**src/rtl/clause_sched_pkg.sv**
```systemverilog
// Shared types, default sizes and the masked-field helper for the clause update scheduler.
package clause_sched_pkg;

    localparam int unsigned DEF_NUM_CLAUSES = 16;
    localparam int unsigned DEF_VARS_PER_CLAUSE = 3;
    localparam int unsigned DEF_NUM_REQ = 3;

    // Widest clause field the helper below can merge; callers zero-extend and truncate.
    localparam int unsigned FIELD_W_MAX = 32;

    typedef enum logic [1:0] {
        S_RUN    = 2'd0,
        S_LOAD   = 2'd1,
        S_SETTLE = 2'd2
    } sched_state_e;

    // Overwrite only the bits selected by mask; untouched bits keep their current value.
    function automatic logic [FIELD_W_MAX-1:0] apply_mask(
        input logic [FIELD_W_MAX-1:0] cur,
        input logic [FIELD_W_MAX-1:0] val,
        input logic [FIELD_W_MAX-1:0] mask
    );
        return (cur & ~mask) | (val & mask);
    endfunction

endpackage

```
**src/rtl/clause_update_scheduler_rr_arbiter.sv**
```systemverilog
// Combinational round-robin arbiter: first asserted request at or after ptr_i wins.
module rr_arbiter #(
    parameter int unsigned NUM_REQ = 3,
    parameter int unsigned PTR_W   = (NUM_REQ > 1) ? $clog2(NUM_REQ) : 1
) (
    input  logic [NUM_REQ-1:0] req_i,
    input  logic [PTR_W-1:0]   ptr_i,
    output logic [NUM_REQ-1:0] gnt_o,
    output logic [PTR_W-1:0]   gnt_idx_o,
    output logic               gnt_valid_o
);

    // Scan ptr, ptr+1, ... modulo NUM_REQ and lock onto the first requester found.
    always_comb begin
        logic [PTR_W-1:0] cand;
        gnt_o       = '0;
        gnt_idx_o   = '0;
        gnt_valid_o = 1'b0;
        cand        = '0;
        for (int unsigned k = 0; k < NUM_REQ; k++) begin
            cand = PTR_W'((32'(ptr_i) + k) % NUM_REQ);
            if (!gnt_valid_o && req_i[cand]) begin
                gnt_valid_o  = 1'b1;
                gnt_o[cand]  = 1'b1;
                gnt_idx_o    = cand;
            end
        end
    end

endmodule

```
**src/rtl/clause_update_scheduler.sv**
```systemverilog
// Sole writer of the clause assignment latch: holds the shadow assignment vector,
// serially loads it, then applies one masked clause update per grant with a settle gap.
module clause_update_scheduler
    import clause_sched_pkg::*;
#(
    parameter int unsigned NUM_CLAUSES         = DEF_NUM_CLAUSES,
    parameter int unsigned NUM_VARS_PER_CLAUSE = DEF_VARS_PER_CLAUSE,
    parameter int unsigned NUM_REQ             = DEF_NUM_REQ,
    parameter int unsigned IDX_W               = $clog2(NUM_CLAUSES)
) (
    input  logic                                       clk,
    input  logic                                       rst,
    input  logic                                       load_start,
    input  logic                                       load_valid,
    input  logic [NUM_VARS_PER_CLAUSE-1:0]             load_data,
    output logic                                       load_ready,
    input  logic [NUM_REQ-1:0]                         req_valid,
    input  logic [NUM_REQ*IDX_W-1:0]                   req_idx,
    input  logic [NUM_REQ*NUM_VARS_PER_CLAUSE-1:0]     req_val,
    input  logic [NUM_REQ*NUM_VARS_PER_CLAUSE-1:0]     req_mask,
    output logic [NUM_REQ-1:0]                         req_ready,
    output logic [NUM_VARS_PER_CLAUSE*NUM_CLAUSES-1:0] next_clauses,
    output logic                                       busy,
    output logic                                       settled,
    output logic                                       err_bad_idx
);

    localparam int unsigned V     = NUM_VARS_PER_CLAUSE;
    localparam int unsigned PTR_W = (NUM_REQ > 1) ? $clog2(NUM_REQ) : 1;

    sched_state_e     state_q, state_d;
    logic [PTR_W-1:0] rr_ptr_q, rr_ptr_d;
    logic [IDX_W-1:0] lidx_q, lidx_d;
    logic [V-1:0]     shadow_q [NUM_CLAUSES];
    logic             settled_q, settled_d;
    logic             err_q, err_d;

    logic [NUM_REQ-1:0] arb_gnt;
    logic [PTR_W-1:0]   arb_idx;
    logic               arb_vld;

    logic               grant_en;
    logic               beat;
    logic               idx_ok;
    logic               upd_en;
    logic [IDX_W-1:0]   g_idx;
    logic [V-1:0]       g_val;
    logic [V-1:0]       g_mask;
    logic [V-1:0]       cur_field;
    logic [V-1:0]       upd_field;

    rr_arbiter #(
        .NUM_REQ (NUM_REQ),
        .PTR_W   (PTR_W)
    ) u_arb (
        .req_i       (req_valid),
        .ptr_i       (rr_ptr_q),
        .gnt_o       (arb_gnt),
        .gnt_idx_o   (arb_idx),
        .gnt_valid_o (arb_vld)
    );

    // Handshake qualification: grants only while idle in RUN and not preempted by a load.
    always_comb begin
        grant_en   = (state_q == S_RUN) && !load_start && arb_vld;
        req_ready  = grant_en ? arb_gnt : '0;
        load_ready = (state_q == S_LOAD);
        beat       = load_ready && load_valid;
        busy       = (state_q != S_RUN);
    end

    // Route the winning requester's index, value and mask, and build its merged clause field.
    always_comb begin
        g_idx     = '0;
        g_val     = '0;
        g_mask    = '0;
        cur_field = '0;
        for (int unsigned r = 0; r < NUM_REQ; r++) begin
            if (arb_idx == PTR_W'(r)) begin
                g_idx  = req_idx[r*IDX_W +: IDX_W];
                g_val  = req_val[r*V +: V];
                g_mask = req_mask[r*V +: V];
            end
        end
        for (int unsigned c = 0; c < NUM_CLAUSES; c++) begin
            if (32'(g_idx) == c) begin
                cur_field = shadow_q[c];
            end
        end
        idx_ok    = (32'(g_idx) < NUM_CLAUSES);
        upd_en    = grant_en && idx_ok;
        upd_field = V'(apply_mask(FIELD_W_MAX'(cur_field), FIELD_W_MAX'(g_val),
                                  FIELD_W_MAX'(g_mask)));
    end

    // Next-state logic for the RUN / LOAD / SETTLE sequencer, rr pointer and load index.
    always_comb begin
        state_d   = state_q;
        rr_ptr_d  = rr_ptr_q;
        lidx_d    = lidx_q;
        settled_d = !(upd_en || beat);
        err_d     = grant_en && !idx_ok;
        unique case (state_q)
            S_RUN: begin
                if (load_start) begin
                    state_d = S_LOAD;
                    lidx_d  = '0;
                end else if (arb_vld) begin
                    rr_ptr_d = PTR_W'((32'(arb_idx) + 1) % NUM_REQ);
                    state_d  = S_SETTLE;
                end
            end
            S_LOAD: begin
                if (beat) begin
                    lidx_d = lidx_q + IDX_W'(1);
                    if (32'(lidx_q) == NUM_CLAUSES - 1) begin
                        state_d = S_SETTLE;
                    end
                end
            end
            S_SETTLE: state_d = S_RUN;
            default:  state_d = S_RUN;
        endcase
    end

    // Control registers; reset returns to RUN with an unsettled latch view.
    always_ff @(posedge clk) begin
        if (rst) begin
            state_q   <= S_RUN;
            rr_ptr_q  <= '0;
            lidx_q    <= '0;
            settled_q <= 1'b0;
            err_q     <= 1'b0;
        end else begin
            state_q   <= state_d;
            rr_ptr_q  <= rr_ptr_d;
            lidx_q    <= lidx_d;
            settled_q <= settled_d;
            err_q     <= err_d;
        end
    end

    // Shadow assignment vector: cleared on reset, written by a load beat or a valid grant.
    always_ff @(posedge clk) begin
        if (rst) begin
            for (int unsigned c = 0; c < NUM_CLAUSES; c++) begin
                shadow_q[c] <= '0;
            end
        end else begin
            for (int unsigned c = 0; c < NUM_CLAUSES; c++) begin
                if (beat && (32'(lidx_q) == c)) begin
                    shadow_q[c] <= load_data;
                end else if (upd_en && (32'(g_idx) == c)) begin
                    shadow_q[c] <= upd_field;
                end
            end
        end
    end

    // Flatten the shadow into the latch input bus, clause c at [c*V +: V].
    always_comb begin
        next_clauses = '0;
        for (int unsigned c = 0; c < NUM_CLAUSES; c++) begin
            next_clauses[c*V +: V] = shadow_q[c];
        end
    end

    assign settled     = settled_q;
    assign err_bad_idx = err_q;

endmodule

```
**config.mk**
```make
export PLATFORM = sky130hd
export DESIGN_NAME = clause_update_scheduler
export DESIGN_NICKNAME = d
export VERILOG_FILES = /design/src/rtl/clause_sched_pkg.sv /design/src/rtl/clause_update_scheduler_rr_arbiter.sv /design/src/rtl/clause_update_scheduler.sv
export SDC_FILE = /design/constraint.sdc
export NUM_CORES = 1
export LEC_CHECK = 0
export CAP_MARGIN = 20
export CELL_PAD_IN_SITES_DETAIL_PLACEMENT = 0
export CELL_PAD_IN_SITES_GLOBAL_PLACEMENT = 1
export CORE_MARGIN = 2
export CORE_UTILIZATION = 41
export CTS_CLUSTER_DIAMETER = 100
export DETAILED_ROUTE_END_ITERATION = 7
export GPL_TIMING_DRIVEN = 0
export PLACE_DENSITY_LB_ADDON = 0.12
export RECOVER_POWER = 50
export SLEW_MARGIN = 30
export SYNTH_ARGS = -nofsm -noshare
export SYNTH_HDL_FRONTEND = slang
export SYNTH_SLANG_ARGS = --single-unit
```
**constraint.sdc**
```tcl
create_clock -name clk -period 9.44 [get_ports clk]
set_clock_uncertainty 0.1 [all_clocks]
set_input_delay 2.36 -clock clk [delete_from_list [all_inputs] [get_ports clk]]
set_output_delay 2.36 -clock clk [all_outputs]
set_load 0.02 [all_outputs]
```
==> reports/metrics.cfg <==
[run_status]
status = complete, no violations

[clock_tree]
cts_resized = 0
clock_sinks = 57
cts_root_buf = clkbuf_8
post_cts_buffers = 0
ctsHoldBuffers = 0
cts_max_level = 3
clockBufferDepth = 2
cts_tree = built
cts_made_buffers = 9
clock_latency_ns = 0.34
clkTransAtPathRegs_ns = 0.06

[logic_synthesis]
synth_warnings = 0
postSynthCellCount = 424
synth_nets = 475
synth_seq_cells = 57
ys_top_cells_by_count = edfxtp_1, nor2_1, nand2_1
netlist.area_leader.share = 0.358
ys.flop_type = edfxtp_1
netlist_area_mm2 = 0.00402
synth.most_common_cell = edfxtp_1
yosysSeqAreaShare = 0.403
synth-edff-count = 48
yosysTopAreaCell = edfxtp_1
postSynthAreaPerCell_um2 = 9.49
synth.lib_cells_used.distinct = 63
async_flop_share = 0
yosys-top-cells-area = edfxtp_1, dfxtp_1, nor2_1

[power_and_ir_drop]
p_leak_nw = 1.95
switchingPower_uw = 595
comb_power_share = 0.569
swShare = 0.452
sequentialPowerShare = 0.234
p_int_uw = 722
clkPwrFrac = 0.197
peakVddDrop_v = 0.000125
p_per_area_mw_per_mm2 = 248

[sta]
setup_violations = 0
rsz0062_at_grt = false
period_minus_slack_ns = 7.88
fmax_mhz = 127
worstMarginPinSlew_ns = 1.33
report.final.slew_viol_count = 0
slew_headroom = 0.107
setup_total_negative_slack_ns = 0
fin_crit_sh = 0.835
finalHoldViolations = 0
hold_slack_ns = 0.408

[critical_path]
critical_path_class = in -> reg
worstSetupStartpoint = req_valid[1]
r2r_setup_slack_ns = 3.24
worstPathRequired_ns = 9.41
r2r.worst_path.cells = 20
endpoint = shadow_q[0][13]
cp-end-kind = flop
r2r-start = rr_ptr_q[0]
crit_arrival_ns = 7.85
start_kind = input pin
r2r_end = shadow_q[0][13]
cp_max_fo = 10

[route]
avgViaCountPerCell = 5.84
antenna_left = 0
wl_per_cell_um = 19.7
totalWireLength_um = 13100
dr_total_vias = 3884
dr.pass1.iters = 5
drc = 0
drt_iter0_drc = 358

[global_route]
overflow = 0
antenna_found_initial = 0
grt_max_degree = 11
grt_first_pass_wirelength_um = 19700
grt_pass1_vias = 3576
grt_usage = 0.249

[placement]
dp_hpwl_um = 10100
io_buffers = 92
gp_congestion = 0.968
place_inst = 649
post_dp_cell_area_mm2 = 0.00511

[final_layout]
drive_gt1_frac = 0.0771
area_growth_pct = 31.9
final_cells = 665
postLayoutCellArea_mm2 = 0.00531
final_util = 0.550
fin_nets = 578
antennaDiodeCount = 0

[die]
ioPinCount = 95
design.core.area_mm2 = 0.00964
num_rows = 36
die_w_um = 103
die-height_um = 103
start_util = 0.417
die-area_mm2 = 0.0106

[job]
drv_cap = 0

[worst_hold_path]
min_path_type = reg -> reg

[layout by cell type, fill, tap and decap left out, types with 12 or more instances in the layout]
cell             count
clkdlybuf4s50_1     39
o21ai_0             18
nor2_1              44
mux2i_1             16
nor3_1              20
o32ai_1             12
a21oi_1             20
dlygate4sd3_1       53
o22ai_1             19
clkbuf_1            18
nand2_1             33
edfxtp_1            48
[routing by layer]
metal,share of wire,vias to the layer above,wire length (µm),track usage
li1,-,1856,-,-
met1,0.45,1845,5900,0.360
met2,0.46,168,6050,0.380
met3,0.074,15,968,0.0427
met4,0.015,0,196,0.0779
met5,0,-,0,0
[metrics by stage]
| stage | power, mW | worst slack [ns] |
|---|---|---|
| 6_report | 1.32 | 1.56 |
| 3_5_place_dp | 1.07 | 2.30 |
| 3_3_place_gp | 1.06 | 2.30 |
| 5_1_grt | 1.38 | 1.17 |
| 2_1_floorplan | 0.818 | 3.33 |
| 4_1_cts | 1.33 | 2.38 |
[worst max-delay path: stages]
cell and delay (ns):
dlygate4sd3_1 0.56, mux2i_1 0.11, a2bb2oi_1 0.21, and4b_1 0.24
o21ai_0 0.25, and2_0 0.25, ha_1 0.21, buf_6 0.14
clkbuf_1 0.38, a21oi_1 0.18, a21oi_1 0.60, clkbuf_1 0.46
clkbuf_1 0.63, o211ai_1 0.25, a31oi_2 0.54, a21o_1 0.13
buf_2 0.22, o22ai_1 0.12
[cell type report]
type | instances | area [µm²]
clock inverter | 3 | 65.1
clock buffer | 13 | 159
timing repair buffer | 92 | 921
tap | 133 | 166
fill | 904 | 4330
multi-input combinational | 328 | 2190
buffer | 28 | 141
inverter | 11 | 41.3
sequential | 57 | 1620
[logic make-up after synthesis]
logic type	after synthesis	synth area share
and+or+nand+nor	161	0.207
xor gates and xnor gates	2	0.00436
buffers and inverters	39	0.0491
other	1	0.000932
adders and majority gates	11	0.0342
DFF	57	0.403
muxes	20	0.0631
AOI/OAI and AO/OA	133	0.238
[power by group through the flow]
stage	Clock (mW)	Combinational (mW)	Sequential, mW
global route	0.268	0.804	0.312
global placement	0	0.748	0.315
detailed placement	0	0.754	0.315
CTS	0.261	0.755	0.310
finish	0.259	0.750	0.309
floorplan	0	0.486	0.332
[sequential cells by signal, indices dropped and copies added (netlist names)]
signal / flops
shadow_q: 48
lidx_q: 4
rr_ptr_q: 2
state_q: 2
settled: 1
[worst min-delay path by stage]
| stage | depth (start not counted) | slack (ns) | endpoint | start |
|---|---|---|---|---|
| after floorplan | 1 | 0.36 | state_q[1] | state_q[1] |
| after global placement | 2 | 0.39 | rr_ptr_q[1] | rr_ptr_q[1] |
| after detailed placement | 2 | 0.39 | rr_ptr_q[1] | rr_ptr_q[1] |
| after CTS | 2 | 0.41 | rr_ptr_q[1] | rr_ptr_q[1] |
| after global routing | 1 | 0.45 | state_q[1] | state_q[1] |
| final | 2 | 0.41 | rr_ptr_q[1] | rr_ptr_q[1] |
(Power assumes the default switching activity.)
